==> src/rtl/jac_pkg.sv <==
// jac_pkg: opcodes, status bit positions, defaults and FSM states shared by alu_exec_ctrl
package jac_pkg;
  localparam int DefDataWidth = 8;
  localparam int DefNumStatusBits = 6;
  localparam int Op_NOP = 0;
  localparam int Op_ADD = 1;
  localparam int Op_SUB = 2;
  localparam int Op_AND = 3;
  localparam int Op_OR = 4;
  localparam int Op_XOR = 5;
  localparam int Op_NOT = 6;
  localparam int Op_SHL = 7;
  localparam int Op_SHR = 8;
  localparam int Op_ADDU = 9;
  localparam int Op_CMP = 10;
  localparam int Op_INC = 11;
  localparam int Op_SUBU = 12;
  localparam int St_Carry = 0;
  localparam int St_Underflow = 1;
  localparam int St_Zero = 2;
  localparam int St_Equal = 3;
  localparam int St_Greater = 4;
  localparam int St_Smaller = 5;
  typedef enum logic [1:0] {IDLE, EXEC, WB} state_e;
  function automatic logic op_legal(input logic [31:0] op);
    return op <= 32'(Op_SUBU);
  endfunction
  function automatic logic op_writes_rd(input logic [31:0] op);
    return op_legal(op) && op != 32'(Op_NOP) && op != 32'(Op_CMP);
  endfunction
endpackage

==> src/rtl/jac_regfile.sv <==
// jac_regfile: general registers, one sync write port, two operand reads and a debug read
module jac_regfile #(
  parameter int DataWidth = 8,
  parameter int NumRegs = 8,
  localparam int AW = $clog2(NumRegs)
) (
  input  logic                 clk,
  input  logic                 rst_n,
  input  logic                 we,
  input  logic [AW-1:0]        waddr,
  input  logic [DataWidth-1:0] wdata,
  input  logic [AW-1:0]        raddr1,
  input  logic [AW-1:0]        raddr2,
  input  logic [AW-1:0]        dbg_addr,
  output logic [DataWidth-1:0] rdata1,
  output logic [DataWidth-1:0] rdata2,
  output logic [DataWidth-1:0] dbg_data
);
  logic [DataWidth-1:0] mem_q [NumRegs];
  logic [DataWidth-1:0] mem_d [NumRegs];
  always_comb begin
    for (int i = 0; i < NumRegs; i++) mem_d[i] = (we && waddr == AW'(i)) ? wdata : mem_q[i];
  end
  always_ff @(posedge clk or negedge rst_n) begin
    if (!rst_n) mem_q <= '{default: '0};
    else mem_q <= mem_d;
  end
  assign rdata1 = mem_q[raddr1];
  assign rdata2 = mem_q[raddr2];
  assign dbg_data = mem_q[dbg_addr];
endmodule

==> src/rtl/alu_exec_ctrl.sv <==
// alu_exec_ctrl: three-state IDLE/EXEC/WB sequencer feeding an external combinational ALU
module alu_exec_ctrl
  import jac_pkg::*;
#(
  parameter int DataWidth = DefDataWidth,
  parameter int NumRegs = 8,
  parameter int NumOpCodeBits = 5,
  parameter int NumStatusBits = DefNumStatusBits,
  localparam int AW = $clog2(NumRegs)
) (
  input  logic                     clk,
  input  logic                     rst_n,
  input  logic                     instr_valid,
  output logic                     instr_ready,
  input  logic [NumOpCodeBits-1:0] instr_opcode,
  input  logic [AW-1:0]            instr_rd,
  input  logic [AW-1:0]            instr_rs1,
  input  logic [AW-1:0]            instr_rs2,
  input  logic [DataWidth-1:0]     instr_imm,
  input  logic                     instr_use_imm,
  input  logic [DataWidth-1:0]     instr_param,
  output logic [NumOpCodeBits-1:0] alu_opcode,
  output logic [DataWidth-1:0]     alu_operand1,
  output logic [DataWidth-1:0]     alu_operand2,
  output logic [DataWidth-1:0]     alu_param,
  input  logic [DataWidth-1:0]     alu_result,
  input  logic [NumStatusBits-1:0] alu_status,
  output logic [NumStatusBits-1:0] status_q,
  output logic                     done,
  output logic                     err_illegal,
  input  logic [AW-1:0]            dbg_addr,
  output logic [DataWidth-1:0]     dbg_data
);
  state_e state_q, state_d;
  logic [NumOpCodeBits-1:0] op_q, op_d;
  logic [AW-1:0] rd_q, rd_d, rs1_q, rs1_d, rs2_q, rs2_d;
  logic [DataWidth-1:0] imm_q, imm_d, param_q, param_d, res_q, res_d;
  logic use_imm_q, use_imm_d, err_q, err_d;
  logic [NumStatusBits-1:0] st_q, st_d, status_d;
  logic [DataWidth-1:0] rdata1, rdata2;
  logic exec, wb, accept, we;
  jac_regfile #(.DataWidth(DataWidth), .NumRegs(NumRegs)) u_regs (
    .clk(clk), .rst_n(rst_n), .we(we), .waddr(rd_q), .wdata(res_q),
    .raddr1(rs1_q), .raddr2(rs2_q), .dbg_addr(dbg_addr),
    .rdata1(rdata1), .rdata2(rdata2), .dbg_data(dbg_data)
  );
  always_comb begin
    exec = state_q == EXEC;
    wb = state_q == WB;
    instr_ready = state_q == IDLE;
    accept = instr_valid && instr_ready;
    done = wb;
    state_d = accept ? EXEC : exec ? WB : IDLE;
    op_d = accept ? instr_opcode : op_q;
    rd_d = accept ? instr_rd : rd_q;
    rs1_d = accept ? instr_rs1 : rs1_q;
    rs2_d = accept ? instr_rs2 : rs2_q;
    imm_d = accept ? instr_imm : imm_q;
    use_imm_d = accept ? instr_use_imm : use_imm_q;
    param_d = accept ? instr_param : param_q;
    alu_opcode = exec ? op_q : '0;
    alu_operand1 = exec ? rdata1 : '0;
    alu_operand2 = exec ? (use_imm_q ? imm_q : rdata2) : '0;
    alu_param = exec ? param_q : '0;
    res_d = exec ? alu_result : res_q;
    st_d = exec ? alu_status : st_q;
    // illegal opcodes retire as NOP but leave the sticky flag behind
    we = wb && op_writes_rd(32'(op_q));
    status_d = (wb && op_legal(32'(op_q)) && op_q != '0) ? st_q : status_q;
    err_d = err_q || (wb && !op_legal(32'(op_q)));
  end
  always_ff @(posedge clk or negedge rst_n) begin
    if (!rst_n) begin
      state_q <= IDLE;
      op_q <= '0;
      rd_q <= '0;
      rs1_q <= '0;
      rs2_q <= '0;
      imm_q <= '0;
      use_imm_q <= 1'b0;
      param_q <= '0;
      res_q <= '0;
      st_q <= '0;
      status_q <= '0;
      err_q <= 1'b0;
    end else begin
      state_q <= state_d;
      op_q <= op_d;
      rd_q <= rd_d;
      rs1_q <= rs1_d;
      rs2_q <= rs2_d;
      imm_q <= imm_d;
      use_imm_q <= use_imm_d;
      param_q <= param_d;
      res_q <= res_d;
      st_q <= st_d;
      status_q <= status_d;
      err_q <= err_d;
    end
  end
  assign err_illegal = err_q;
endmodule
==> config.mk <==
export PLATFORM = sky130hd
export DESIGN_NAME = alu_exec_ctrl
export DESIGN_NICKNAME = d
export VERILOG_FILES = /design/src/rtl/jac_pkg.sv /design/src/rtl/jac_regfile.sv /design/src/rtl/alu_exec_ctrl.sv
export SDC_FILE = /design/constraint.sdc
export NUM_CORES = 1
export LEC_CHECK = 0
export CELL_PAD_IN_SITES_DETAIL_PLACEMENT = 1
export CELL_PAD_IN_SITES_GLOBAL_PLACEMENT = 1
export CORE_AREA = 2 2 118 120
export CTS_CLUSTER_DIAMETER = 50
export DETAILED_ROUTE_END_ITERATION = 8
export DIE_AREA = 0 0 120 122
export MAX_ROUTING_LAYER = met4
export PLACE_DENSITY = 0.95
export SETUP_SLACK_MARGIN = 0.4
export SYNTH_ARGS = -nofsm -noshare
export SYNTH_HDL_FRONTEND = slang
export SYNTH_HIERARCHICAL = 1
export SYNTH_SLANG_ARGS = --single-unit
==> constraint.sdc <==
create_clock -name clk -period 6.38 [get_ports clk]
set_input_delay 0.957 -clock clk [delete_from_list [all_inputs] [get_ports clk]]
set_output_delay 0.957 -clock clk [all_outputs]
set_load 0.02 [all_outputs]
; ---- Yosys cells after proc, flatten, opt, wreduce, memory -nomap -nowiden
; Cells that the tools add are included.
[totals]
output_inout_bits = 46
latch_bits = 0
rom_bits = 0
ramBits = 0
elab_cells = 73
regBits = 118
input_bits = 51
memories = 0
[op_classes]
n_lt_le_gt_ge = 4
n_addsub = 0
n_mul = 0
n_mux = 16
eq_ne = 10
shift = 0
n_bitwise = 3
div = 0
n_reduce_logical = 20
[op_table]
columns = op, count
row1 = 2-to-1 mux 8 bit, 10
row2 = binary-select mux 8 bit (select 3 bit), 3
row3 = logical AND 1 bit, 15
row4 = "== test 3 bit, second input constant", 4
row5 = "greater-or-equal comparator 4 bit, second input constant", 3
row6 = inverter 3 -> 4 bit, 3
row7 = "== test 3 x 2 -> 1 bit, second input constant", 2
row8 = "<= comparator 5 x 4 -> 1 bit, second input constant", 1
row9 = 2-to-1 mux 5 bit, 1
row10 = "inequality test 5 x 4 -> 1 bit, second input constant", 1
row11 = nonzero test 5 bit, 1
row12 = 2-to-1 mux 2 bit, 2
row13 = "== test 3 x 1 -> 1 bit, second input constant", 1
row14 = logical NOT 3 bit, 1
row15 = "== test 2 x 1 -> 1 bit, second input constant", 1
row16 = "== test 2 bit, second input constant", 1
row17 = logical NOT 2 bit, 1
row18 = logical NOT 1 bit, 1
row19 = logical OR 1 bit, 1

; ---- Logic depth before layout (Yosys ltp)
; Gate-level depths: netlist of the first run.
[logic_depth]
ltp_word = 6
depth_mapped = 6
ltp_nobuf = 4

; ---- Cells and area by module
; Netlist of the first run, hierarchy kept.
[by_module_without_submodules]
columns = mod, cells_per_inst, instances, area_each_um2, seq_area_each_um2
row1 = jac_regfile, 230, 1, 4078.9, 1601.5
row2 = alu_exec_ctrl, 194, 1, 2322.2, 1351.3

; ---- Worst setup path before layout of the first run
; OpenSTA, ideal clock, no wires.
[synth_timing]
path_type = input port to output port
start = in dbg_addr[0]
end = out dbg_data[0]
path_slack_ns = 3.370
arrival_ns = 2.053
required_time_ns = 5.423
stages = 4
cell_sequence = buf_6 buf_12 mux4_1 mux2_2
[synth_via]
elab_chain_len = 4
[synth_rtl]
columns = element, line_no
row1 = "start, declared", alu_exec_ctrl.sv:31  ; input logic [AW-1:0] dbg_addr,
row2 = inverter 3 -> 4 bit (not written as such), jac_regfile.sv:30  ; assign dbg_data = mem_q[dbg_addr];
row3 = binary-select mux 8 bit (select 3 bit), jac_regfile.sv:30
row4 = 2-to-1 mux 8 bit (not written as such) (2 in series), jac_regfile.sv:30
row5 = "end, declared", alu_exec_ctrl.sv:32  ; output logic [DataWidth-1:0] dbg_data
; Every way passes these cells. The select of a mux whose other input is x is not followed.

; ---- Final worst setup path of the first run
[layout_timing]
start = in dbg_addr[0]
end = out dbg_data[2]
; Same word-level chain as after synthesis.

==> results of run 1 <==
-- critical path, stage by stage --
cell and delay [ns]:
clkdlybuf4s50_1 1.20, mux4_1 0.70, mux2_2 0.31, clkdlybuf4s50_1 0.54
-- cells in the final DEF (no fill, tap or decap), types with 2 or more instances in the layout --
master	count
nand2_1	42
nor4bb_1	2
inv_1	2
and2_1	21
nand2b_1	2
mux4_2	7
clkbuf_8	4
nor2_1	9
mux4_1	41
buf_4	9
dfrtp_1	118
nand4b_1	3
clkdlybuf4s50_1	95
clkbuf_16	17
and2_2	2
bufinv_16	5
mux2_2	126
mux2i_1	8
-- worst paths after layout --
path | endpoint
worst max-delay path | dbg_data[2]
min in group asynchronous | u_regs/mem_q[17]
max in group asynchronous | u_regs/mem_q[6]
worst min-delay path | st_q[2]
worst min register to register | st_q[2]
worst max register to register | u_regs/mem_q[22]
-- layout make-up --
cell class	instances	share of cell area
tap	180	0.02781
sequential	118	0.3646
timing repair buffer	104	0.1258
inverter	2	0.0009271
multi-input combinational	272	0.4003
clock inverter	8	0.02117
clock buffer	21	0.05933
-- routing by layer --
metal	global-route usage	vias up	routed length, um
met2	0.4613	145	9707
met4	0.1096	0	478
met1	0.3229	2202	7422
li1	-	1798	-
met3	0.05384	38	862
met5	-	-	0
-- logic make-up (layout without fill, tap and decap cells) --
| kind of cell | count (synthesis) | after routing | synth area share |
|---|---|---|---|
| mux | 182 | 182 | 0.4271 |
| flops | 118 | 118 | 0.4613 |
| simple gates | 86 | 86 | 0.07056 |
| buf+inv | 34 | 135 | 0.03343 |
| compound gates | 4 | 4 | 0.007624 |
-- registers in the layout, indices dropped and copies added (netlist names), 3 cells and up --
register      count
imm_q             8
rd_q              3
rs2_q             3
status_q          6
st_q              6
u_regs/mem_q     64
op_q              5
param_q           8
rs1_q             3
res_q             8
-- Yosys cell counts --
| master | count |
|---|---|
| buf_2 | 12 |
| nor4bb_1 | 3 |
| nand4_1 | 1 |
| buf_1 | 4 |
| nor4_1 | 1 |
| nand4b_1 | 3 |
| or2_4 | 1 |
| and2_2 | 2 |
| and2_1 | 21 |
| buf_6 | 3 |
| nand2_1 | 42 |
| inv_1 | 2 |
| o21bai_1 | 1 |
| buf_12 | 3 |
| mux4_1 | 41 |
| mux2_2 | 126 |
| mux2i_1 | 8 |
| clkbuf_1 | 10 |
| a21oi_1 | 1 |
| a2111oi_4 | 1 |
| nand2b_1 | 2 |
| mux4_2 | 7 |
| nor4b_4 | 1 |
| dfrtp_1 | 118 |
| nor2_1 | 9 |
| a2111oi_0 | 1 |
-- power groups by stage --
stage                     Sequential [mW]  Combinational, mW  Clock [mW]
after detailed placement             1.38               1.08           0
after floorplan                      1.21              0.824           0
after CTS                            1.39               1.11        1.08
after global placement               1.33               1.01           0
after global routing                 1.44               1.17        1.12
final                                1.40               1.11        1.07
==> results.cfg, run 1 <==
[run_status]
status = complete, no violations

[grt]
grt_start_max_net_pins = 65
gr-total-overflow = 0
antenna_found_initial = 0
grt_pass1_vias = 4705
grt_usage = 0.2731
grt_first_pass_wirelength_um = 28320

[timing]
setup_viol = 0
period_needed_ns = 4.674
hold-worst-slack_ns = 0.4786
skew_ns = 0.006673
rsz0062_at_grt = no
final.period_utilization = 0.7326
slew_headroom = 0.2662
tns_ns = 0
fin_ws_ns = 1.706
tightest_slew_ns = 1.097
finalHoldViolCount = 0
finalMaxSlewViolations = 0
max_freq_mhz = 213.9

[final_layout]
finalNetCount = 566
stdcell_count = 705
ff_latch_area_um2 = 2953
finalInstanceArea_um2 = 8098
multi_input_area_um2 = 3242
fill_cells = 1240
n_antenna_cell = 0
synthToLayoutAreaGrowth_pct = 26.51
fin_util = 0.5996
drive_above_1_share = 0.3371

[clock_tree]
ctsHoldBuffers = 0
cts-htree-levels = 4
cts_tree = yes
clkSinkCount = 118
worstSkewPairLatency_ns = 0.42
cts_resized = 0
cts_made_buffers = 17
cts_root_buf = clkbuf_16
cts_setup_buffers = 0
clockBufferDepth = 2
clkTransAtPathRegs_ns = 0.05

[critical_path]
arrival_ns = 3.72
cp_max_fo = 16
crit_type = input port to output port
reg2reg_slack_ns = 3.44
crit_start = dbg_addr[0]
end_kind = output port
cp-start-kind = input port
timing.rr.start = op_q[0]
r2r_cells = 5
required_ns = 5.42

[die]
rows = 43
die_x_um = 120
core_area_um2 = 13500
die-area_um2 = 14640
start_util = 0.4740
die_y_um = 122
pin_count = 97

[synthesis]
yosys_warnings = 6
syn_area_per_cell_um2 = 15.10
synthesis.area_um2 = 6401
synth_top_area_frac = 0.4613
synthTopCellsByArea = dfrtp_1 46%, mux2_2 22%, mux4_1 17%
synth_area_leader_cell = dfrtp_1
ys_ff_latch = 118
synth.distinct_cells = 26
synth-seq-area-share = 0.4613
syn_nets = 475
syn_inst = 424

[power]
p_seq_frac = 0.391
p_int_mw = 2.443
pwr-share-clk = 0.299
pwr_density_cell_nw_per_um2 = 441.0
p_leak_nw = 3.712
power_switching_mw = 1.129
irDropWorstVdd_mv = 0.2365
finalPower_mw = 3.571
p_sw_frac = 0.3161
p_comb_frac = 0.309

[place]
port_buffers = 96
postPlaceCellArea_um2 = 7446
gp_congestion = 0.8445
dp_cells = 676
dp_slack_ns = 1.753
post-dp-hpwl_um = 11180

[routing]
viasPerCell = 5.933
vias = 4183
routed_wl_um = 18470
drtPass1Iterations = 4
antenna_left = 0
drc = 0
drtIter0Drc = 329
wire_per_inst_um = 26.20

[hold_path]
hp-class = register to register
min_from = st_q[2]
hold_path_depth = 2

[flow_run]
cap_violations = 0
Note: power is estimated with default switching activity, not from simulation.
==> run 2: changes to the inputs <==
Settings changed: CORE_AREA 2 2 118 120 to 2 2 123 125, DIE_AREA 0 0 120 122 to 0 0 125 127, PLACE_DENSITY 0.95 to 0.89.
Clock period 6.38 ns to 4.5 ns, I/O delays scaled along.
==> results.cfg, run 2 (synthesis gave the netlist of run 1 again) <==
[place]
port_buffers = 96
post-dp-hpwl_um = 11080
gp_congestion = 0.7850
postPlaceCellArea_um2 = 7467

[routing]
drtIter0Drc = 273
routed_wl_um = 18040
antenna_left = 0
wire_per_inst_um = 25.23
drc = 0
viasPerCell = 5.806
vias = 4151
drtPass1Iterations = 4

[clock_tree]
cts_root_buf = clkbuf_16
cts_made_buffers = 17
clkSinkCount = 118
clkTransAtPathRegs_ns = 0.05
cts_tree = yes
clockBufferDepth = 2
cts_resized = 0
worstSkewPairLatency_ns = 0.41
cts-htree-levels = 4
cts_setup_buffers = 0
ctsHoldBuffers = 0

[final_layout]
layout_common_cells = 126 x mux2_2, 118 x dfrtp_1, 95 x clkdlybuf4s50_1
finalNetCount = 569
largest-register = u_regs/mem_q
fin_util = 0.5591
drive_above_1_share = 0.3390
layout_commonest_cell = mux2_2
finalInstanceArea_um2 = 8064
largest_reg_flops = 64
n_antenna_cell = 0
synthToLayoutAreaGrowth_pct = 25.98

[timing]
tightest_slew_ns = 1.022
slew_headroom = 0.3186
tns_ns = 0
setup_viol = 0
finalMaxSlewViolations = 0
final.period_utilization = 0.8311
max_freq_mhz = 267.4
finalHoldViolCount = 0
period_needed_ns = 3.740
rsz0062_at_grt = no
hold-worst-slack_ns = 0.4316
skew_ns = 0.009071

[die]
die_y_um = 127
die-area_um2 = 15880
die_x_um = 125
core_area_um2 = 14420
rows = 44
start_util = 0.4438
pin_count = 97

[hold_path]
hp-class = input port to async pin

[critical_path]
cp.depth = 4
end_kind = output port
critPathCapture = alu_operand1[7]
path_delay_family = flip-flops
reg2reg_slack_ns = 1.73
timing.rr.start = op_q[0]
slowest_delay_ns = 0.98
crit_start = rs1_q[0]
arrival_ns = 3.06
crit_type = register to output port
critPathBufInv = 1
required_ns = 3.83
critPathSlowestCell = dfrtp_1
reg2reg_to = u_regs/mem_q[62]
r2r_cells = 5
cp-start-kind = register
crit_path_cell_trace = mux4_1 > mux2_2 > and2_1 > clkdlybuf4s50_1
cp_max_fo = 17

[flow_run]
cap_violations = 0

[power]
pwr_density_cell_nw_per_um2 = 606.8
irDropWorstVdd_mv = 0.3215
p_leak_nw = 3.700
finalPower_mw = 4.893

[grt]
grt_start_max_net_pins = 83
grt_first_pass_wirelength_um = 27970
antenna_found_initial = 0
grt_pass1_vias = 4676
gr-total-overflow = 0
grt_usage = 0.2400

[run_status]
status = complete, no violations
## run 2: cell types whose count changed in the layout (fill, tap and decap cells not counted), sizes merged
cell | previous run | this run
buf | 9 | 12
bufinv | 5 | 2
clkbuf | 21 | 24
clkinv | 2 | 4
clkinvlp | 1 | 2
## run 2: routing by layer
metal / global-route usage / share of wire / up-vias
met2: 0.4146 / 0.53 / 136
met1: 0.2897 / 0.41 / 2181
met3: 0.04439 / 0.046 / 25
met4: 0.07255 / 0.018 / 0
met5: - / 0 / -
li1: - / - / 1809
## run 2: layout make-up
type	instances	area, um2
Fill cell	1383	6360
Inverter	2	7.507
Multi-Input combinational cell	272	3236
Sequential cell	118	2953
Clock buffer	24	501.7
Timing Repair Buffer	107	1041
Clock inverter	8	95.09
Tap cell	184	230.2
## run 2: worst min path at each step
stage | depth (start not counted) | slack, ns | end
CTS | 1 | 0.48 | rs1_q[1]
detailed placement | 2 | 0.47 | st_q[1]
finish | 1 | 0.43 | param_q[0]
global placement | 2 | 0.45 | st_q[2]
global route | 1 | 0.51 | param_q[7]
floorplan | 0 | 0.38 | err_illegal
## run 2: power breakdown
part,internal (mW),total [mW],switching [mW]
clock,0.884,1.36,0.477
sequential,1.45,1.96,0.506
combinational,0.984,1.58,0.592
## run 2: metrics by stage
step	std cells	setup slack, ns
2_1_floorplan	424	2.054
3_3_place_gp	683	0.9718
3_5_place_dp	683	0.9094
4_1_cts	715	0.7300
5_1_grt	715	0.6519
6_report	715	0.7601
## run 2: worst register-to-register path: cells and delay by family (launching register included)
family	cells	cell delay [ns]
muxes	2	0.80
DFF	1	0.43
AOI/OAI and AO/OA	1	0.49
and+or+nand+nor	1	0.70
buffers and inverters	1	0.24
